$ cat config.mk
export PLATFORM = sky130hd
export DESIGN_NAME = fe_frame_parser
export DESIGN_NICKNAME = d
export VERILOG_FILES = /design/src/rtl/fe_pkg.sv /design/src/rtl/fe_edge_sync.sv /design/src/rtl/fe_frame_parser.sv
export SDC_FILE = /design/constraint.sdc
export NUM_CORES = 1
export LEC_CHECK = 0
export CORE_MARGIN = 2
export CORE_UTILIZATION = 55
export DETAILED_ROUTE_END_ITERATION = 8
export PLACE_DENSITY_LB_ADDON = 0.12
export SYNTH_ARGS = -nofsm -noshare
export SYNTH_HDL_FRONTEND = slang
export SYNTH_SLANG_ARGS = --single-unit
$ cat constraint.sdc
create_clock -name clk -period 2.5 [get_ports clk]
set_clock_uncertainty 0.15 [all_clocks]
set_input_delay 0.375 -clock clk [delete_from_list [all_inputs] [get_ports clk]]
set_output_delay 0.375 -clock clk [all_outputs]
set_load 0.02 [all_outputs]
$ cat src/rtl/fe_pkg.sv
`default_nettype none
// ============================================================================
//  fe_pkg : shared types and constants for the UART front-end blocks
//  Rev 1.0
// ============================================================================
package fe_pkg;

    localparam int CMD_W         = 8;
    localparam int LEN_BYTES_MAX = 4;

    typedef enum logic [2:0] {
        S_CMD  = 3'd0,
        S_LEN  = 3'd1,
        S_PAY  = 3'd2,
        S_CHK  = 3'd3,
        S_WAIT = 3'd4
    } fe_state_t;

endpackage
`default_nettype wire

$ cat src/rtl/fe_edge_sync.sv
`default_nettype none
// ============================================================================
//  fe_edge_sync : 3-flop synchroniser with a one-cycle falling-edge pulse
//  Rev 1.0
// ============================================================================
module fe_edge_sync (
    input  logic clk,
    input  logic rst,
    input  logic din,
    output logic fall
);

    logic d1;
    logic d2;
    logic d3;

    always_ff @(posedge clk) begin
        if (rst) begin
            d1 <= 1'b0;
            d2 <= 1'b0;
            d3 <= 1'b0;
        end else begin
            d1 <= din;
            d2 <= d1;
            d3 <= d2;
        end
    end

    assign fall = d3 & ~d2;

endmodule
`default_nettype wire

$ cat src/rtl/fe_frame_parser.sv
`default_nettype none
// ============================================================================
//  fe_frame_parser : cmd / length / payload / optional XOR checksum decoder
//  Rev 1.0
// ============================================================================
module fe_frame_parser
    import fe_pkg::*;
#(
    parameter int LEN_BYTES   = 2,
    parameter int CHK_EN      = 0,
    parameter int TIMEOUT_CYC = 65535
) (
    input  logic                     clk,
    input  logic                     rst,
    input  logic                     rok,
    input  logic [7:0]               mosi,
    input  logic                     fifo_done,
    output logic [CMD_W-1:0]         cmd,
    output logic [8*LEN_BYTES-1:0]   rx_cnt,
    output logic                     hdr_valid,
    output logic                     pay_valid,
    output logic [7:0]               pay_data,
    output logic                     pay_last,
    output logic                     busy,
    output logic                     chk_err,
    output logic                     tmo_err,
    output logic                     fe_done
);

    localparam int LW = 8 * LEN_BYTES;
    localparam int TW = (TIMEOUT_CYC > 1) ? $clog2(TIMEOUT_CYC) : 1;
    localparam int IW = $clog2(LEN_BYTES_MAX);
    localparam bit TMO_EN = (TIMEOUT_CYC != 0);
    localparam logic [TW-1:0] TMO_LAST = TMO_EN ? TW'(TIMEOUT_CYC - 1) : '0;
    localparam logic [IW-1:0] IDX_LAST = IW'(LEN_BYTES - 1);
    localparam fe_state_t TAIL = (CHK_EN != 0) ? S_CHK : S_WAIT;

    fe_state_t       state;
    logic [IW-1:0]   idx;
    logic [LW-1:0]   remaining;
    logic [7:0]      chk;
    logic [TW-1:0]   idle;
    logic [LW+7:0]   len_shift;
    logic [LW-1:0]   len_next;
    logic            active;
    logic            timeout;

    // Shift through a widened vector so LEN_BYTES=1 needs no empty slice
    assign len_shift = {rx_cnt, mosi};
    assign len_next  = len_shift[LW-1:0];
    assign active    = (state == S_LEN) || (state == S_PAY) || (state == S_CHK);
    assign timeout   = TMO_EN && active && !rok && (idle == TMO_LAST);

    always_ff @(posedge clk) begin
        if (rst) begin
            state     <= S_CMD;
            cmd       <= '0;
            rx_cnt    <= '0;
            hdr_valid <= 1'b0;
            pay_valid <= 1'b0;
            pay_data  <= '0;
            pay_last  <= 1'b0;
            busy      <= 1'b0;
            chk_err   <= 1'b0;
            tmo_err   <= 1'b0;
            idx       <= '0;
            remaining <= '0;
            chk       <= '0;
            idle      <= '0;
        end else begin
            hdr_valid <= 1'b0;
            pay_valid <= 1'b0;
            pay_last  <= 1'b0;
            chk_err   <= 1'b0;
            tmo_err   <= 1'b0;
            idle      <= (active && !rok) ? idle + 1'b1 : '0;

            if (fifo_done && state != S_CMD) begin
                state <= S_CMD;
                busy  <= 1'b0;
            end else if (timeout) begin
                state   <= S_CMD;
                busy    <= 1'b0;
                tmo_err <= 1'b1;
                idle    <= '0;
            end else if (rok) begin
                case (state)
                    S_CMD: begin
                        cmd   <= mosi;
                        chk   <= mosi;
                        idx   <= '0;
                        state <= S_LEN;
                        busy  <= 1'b1;
                    end
                    S_LEN: begin
                        rx_cnt <= len_next;
                        chk    <= chk ^ mosi;
                        idx    <= idx + 1'b1;
                        if (idx == IDX_LAST) begin
                            hdr_valid <= 1'b1;
                            remaining <= len_next;
                            state     <= (len_next != '0) ? S_PAY : TAIL;
                        end
                    end
                    S_PAY: begin
                        pay_valid <= 1'b1;
                        pay_data  <= mosi;
                        chk       <= chk ^ mosi;
                        remaining <= remaining - 1'b1;
                        if (remaining == LW'(1)) begin
                            pay_last <= 1'b1;
                            state    <= TAIL;
                        end
                    end
                    S_CHK: begin
                        chk_err <= (mosi != chk);
                        state   <= S_WAIT;
                    end
                    S_WAIT: begin
                    end
                    default: begin
                        state <= S_CMD;
                        busy  <= 1'b0;
                    end
                endcase
            end
        end
    end

    fe_edge_sync u_done_sync (
        .clk  (clk),
        .rst  (rst),
        .din  (fifo_done),
        .fall (fe_done)
    );

endmodule
`default_nettype wire

* Yosys cells after proc, flatten, opt, wreduce, memory -nomap -nowiden
Index checks and enable logic that the tools add are counted.
** Storage, ports and cells
- Flip-flop bits (word level) :: 86
- Output and inout port bits :: 39
- Logic and storage cells :: 85
** Cells by class
- Add/subtract/negate cells :: 3
- Eq/ne operators :: 10
- Muxes and demuxes :: 16
- Bitwise logic cells :: 11
- Reductions and logical operators :: 28
** Operator list (number)
- $mux W16 :: 4
- $pmux W16 S2 :: 1
- $reduce_and A4 Y1 :: 6
- $add A16 B1 Y16 const B :: 1
- $eq A16 B1 Y1 const B :: 1
- $eq A16 B16 Y1 const B :: 1
- $pmux W8 S2 :: 1
- $reduce_bool A16 Y1 :: 1
- $sub A16 B1 Y16 const B :: 1
- $pmux W3 S5 :: 1
- $reduce_or A5 Y1 :: 3
- $mux W3 :: 3
- $not A1 Y1 :: 9
- $ne A8 B8 Y1 :: 1
- $reduce_or A4 Y1 :: 2
- $xor A8 B8 Y8 :: 1
- $eq A3 B2 Y1 const B :: 2
- $reduce_bool A2 Y1 :: 3
- $reduce_and A5 Y1 :: 1
- $mux W1 :: 4
- $ne A2 B1 Y1 const B :: 2
- $pmux W2 S2 :: 1
- $reduce_or A2 Y1 :: 2
- $eq A3 B1 Y1 const B :: 1
- 12 further kinds :: 15

* Longest topological paths before layout
- Depth in word-level cells :: 7
- Depth in mapped cells :: 7

* Cells and area by module
From an unflattened synthesis, not the netlist that was laid out.
** Unflattened totals
- Cell total of the unflattened synthesis :: 510
- Area total of the unflattened synthesis :: 4195.3 µm²
** By module, submodules not included
- fe_frame_parser :: times used 1, cells each 503, area an instance 4107.7 µm²
- fe_edge_sync :: times used 1, cells each 7, area an instance 87.6 µm²

* Worst setup path after synthesis
OpenSTA, ideal clock, no wires.
- Kind :: flip-flop to flip-flop
- Start :: register remaining[0]
- End :: register remaining[10]
- Setup time :: 0.074 ns
- Arrival time :: 1.655 ns
- Data required time :: 2.276 ns
- Slack :: 0.621 ns
- Cell stages (with the launch flop) :: 8
- Buffers on the path :: 1
- Path through :: dfxtp_1 -> inv_1 -> ha_1 -> nor3b_1 -> clkbuf_1 -> nand3_1 -> or3_1 -> a31oi_1
** On the way
- Cells in the longest elaborated chain, start to end :: 2
** RTL lines
- start: declaration :: line fe_frame_parser.sv:40 : logic [LW-1:0] remaining;
- start signal: assignment :: line fe_frame_parser.sv:101 : remaining <= len_next;
- start signal: assignment :: line fe_frame_parser.sv:109 : remaining <= remaining - 1'b1;
- $sub A16 B1 Y16 :: line fe_frame_parser.sv:109
- $pmux W16 S2 :: line fe_frame_parser.sv:87 : case (state)
No other way between the ends.
A chain may end at the register's enable or synchronous reset.

* Worst setup path in the final report
- Start :: register remaining[8]
- End :: register state[2]
** On the way
- Cells in the longest elaborated chain, start to end :: 3
** RTL lines
- $eq A16 B1 Y1 :: line fe_frame_parser.sv:110 : if (remaining == LW'(1)) begin
- $ne A2 B1 Y1 (no line)
- $reduce_and A4 Y1 (no line)
- end signal: assignment :: line fe_frame_parser.sv:102 : state <= (len_next != '0) ? S_PAY : TAIL;
- end: declaration :: line fe_frame_parser.sv:38 : fe_state_t state;
No other way between the ends.

==> impl_metrics.csv <==
group,metric,value,unit
outcome,status,"finished, final reports clean",
power_and_ir_drop,power.density,529,nW/um2
timing,period_share,0.848,
cells_and_area,most-common-layout-cells,"dfxtp_1, nand2_1, clkdlybuf4s50_1",
timing,rsz0062_at_grt,"no",
power_and_ir_drop,p_leak,0.00176,uW
timing,max_slew_margin,0.695,
clock_tree,cts_tree,"built",
clock_tree,clock-sinks,86,
global_routing,antenna_found_initial,0,
routing,totalWireLength,10.2,mm
floorplan,core_area,7210,um2
cells_and_area,nFillCells,623,
cells_and_area,areaGrowthSynthToFinish,21.9,%
critical_path,cp_data_required_time,2630,ps
cells_and_area,drive_above_1_share,0.112,
critical_path,path_class,"reg -> reg",
floorplan,start_util,0.562,
clock_tree,clk_transition_reported_paths,90,ps
critical_path,worstPathCellList,"nor4_4 > nand4_1 > or4_1 > a31oi_1",
cells_and_area,fin_util,0.686,
critical_path,crit_family,"simple AND/OR/NAND/NOR gates",
yosys,syn_inst,481,
global_routing,track_usage,0.255,
clock_tree,cts.repair.resized,0,
cells_and_area,layout_commonest_cell,"dfxtp_1",
yosys,ys_seq_area_frac,0.424,
placed_design,port-buffer-count,50,
cells_and_area,regArea,1720,um2
clock_tree,cts_hold_buf,0,
hold_path,hold_class,"reg -> reg",
routing,num_vias,3675,
global_routing,grt_max_degree,39,
cells_and_area,n_antenna_cell,0,
yosys,synth-seq-cells,86,
job,cap_violations,0,
yosys,ys.flop_type,"dfxtp_1",
timing,report.final.slew_viol_count,0,
routing,drt_iter0_drc,284,
placed_design,pre_cts_ws,177,ps
critical_path,arrival,2250,ps
clock_tree,cts_buffers,9,
global_routing,gr-total-overflow,0,
critical_path,slowest_stage,"or4_1",
timing,setup_tns,0,ps
power_and_ir_drop,power,2620,uW
clock_tree,cts-root-buf,"clkbuf_8",
floorplan,die_w,89.9,um
timing,setup_viol,0,
timing,period_minus_slack,2120,ps
placed_design,dpl.hpwl,7.08,mm
placed_design,place_inst,629,
critical_path,worstPathMaxFanout,8,
yosys,synth_area,4060,um2
critical_path,start_kind,"register",
yosys,synth_edf_count,0,
cells_and_area,fin_cells,645,
routing,drc,0,
cells_and_area,multi_input_area,2170,um2
floorplan,fp.dieArea,8080,um2
routing,via_per_inst,5.70,
floorplan,die_h,89.9,um
floorplan,ios,51,
floorplan,rows,31,
critical_path,endpoint_kind,"register",
routing,wl_per_cell,15.9,um
timing,fmax,472,MHz
critical_path,cp_slowest_stage_delay,550,ps
clock_tree,cts_setup_buffers,0,
yosys,synth_area_per_cell,8.44,um2
yosys,async_flop_share,0,
clock_tree,clkLatencyLatePin,350,ps
placed_design,globalplace.congestion,0.890,
routing,first_pass_iters,7,
yosys,yosysUniqueCellTypes,55,
timing,final_hold_viol_count,0,
global_routing,grt_pass1_vias,3325,
timing,worst_pin_slew,453,ps
critical_path,path_buf_inv,0,
routing,route.antenna.remaining_nets,0,
timing,setup_ws,379,ps
power_and_ir_drop,ir_worst_vdd,0.378,mV
global_routing,grt_pass1_wl,16.7,mm
clock_tree,cts_max_level,3,
clock_tree,clockBufferDepth,2,
yosys,syn-num-nets,498,
cells_and_area,final_nets,558,
yosys,yosys_warnings,0,
registers in the layout, indices dropped and copies added, names as in the netlist:
register        flops
busy                1
chk                 8
chk_err             1
cmd                 8
hdr_valid           1
idle               16
idx                 2
pay_data            8
pay_last            1
pay_valid           1
remaining          16
rx_cnt             16
state               3
tmo_err             1
u_done_sync.d1      1
u_done_sync.d2      1
u_done_sync.d3      1
cell families after synthesis:
logic type	count (synthesis)	synth area share
simple gates	216	0.279
fa+ha+maj	6	0.0179
xor+xnor	28	0.0604
compound gates	88	0.138
flops	86	0.424
buf+inv	41	0.0410
mux	16	0.0395
worst paths after layout:
check                                    start        endpoint  slack, ps  depth (start not counted)
worst min register to register  u_done_sync.d1  u_done_sync.d2        300                          1
worst max register to register    remaining[8]        state[2]        380                          4
worst max-delay path              remaining[8]        state[2]        380                          4
worst min-delay path            u_done_sync.d1  u_done_sync.d2        300                          1
where the power goes:
group	total, uW	switching, uW	internal, uW	leakage (uW)
sequential	1420	21.6	1400	0.000697
clock	922	523	399	0.0000877
combinational	274	157	118	0.000974
total	2620	701	1920	0.00176
layer usage:
layer  up-vias  wire [um]  track usage
met4         0        253       0.0949
li1       1801          -            -
met3        19        687       0.0402
met1      1711       4750        0.354
met2       144       4550        0.402
met5         -          0            0
cell usage after synthesis, drive strengths merged, types with 7 or more instances:
master	number	area (um2)
nor2	55	231
nand3	14	75.1
nor3b	13	103
o21ai	14	70.1
a21o	7	52.6
dfxtp	86	1720
nand4	16	100
inv	13	48.8
mux2i	16	160
clkbuf	22	82.6
a21oi	36	180
nand2	67	251
nor4	10	92.6
nor3	10	55.1
xor2	16	140
xnor2	12	105
area by class of cell:
type,count,area share
Inverter,13,0.00986
Tap cell,99,0.0250
Timing Repair Buffer,77,0.141
Multi-Input combinational cell,354,0.439
Sequential cell,86,0.348
Clock inverter,5,0.00885
Clock buffer,11,0.0286
per-stage QoR:
stage | hold slack, ps | instance area, um2
3_5_place_dp | 279 | 4760
2_1_floorplan | 264 | 4060
6_report | 298 | 4950
5_1_grt | 322 | 4950
4_1_cts | 301 | 4950
3_3_place_gp | 270 | 4760
(Power assumes the default switching activity.)
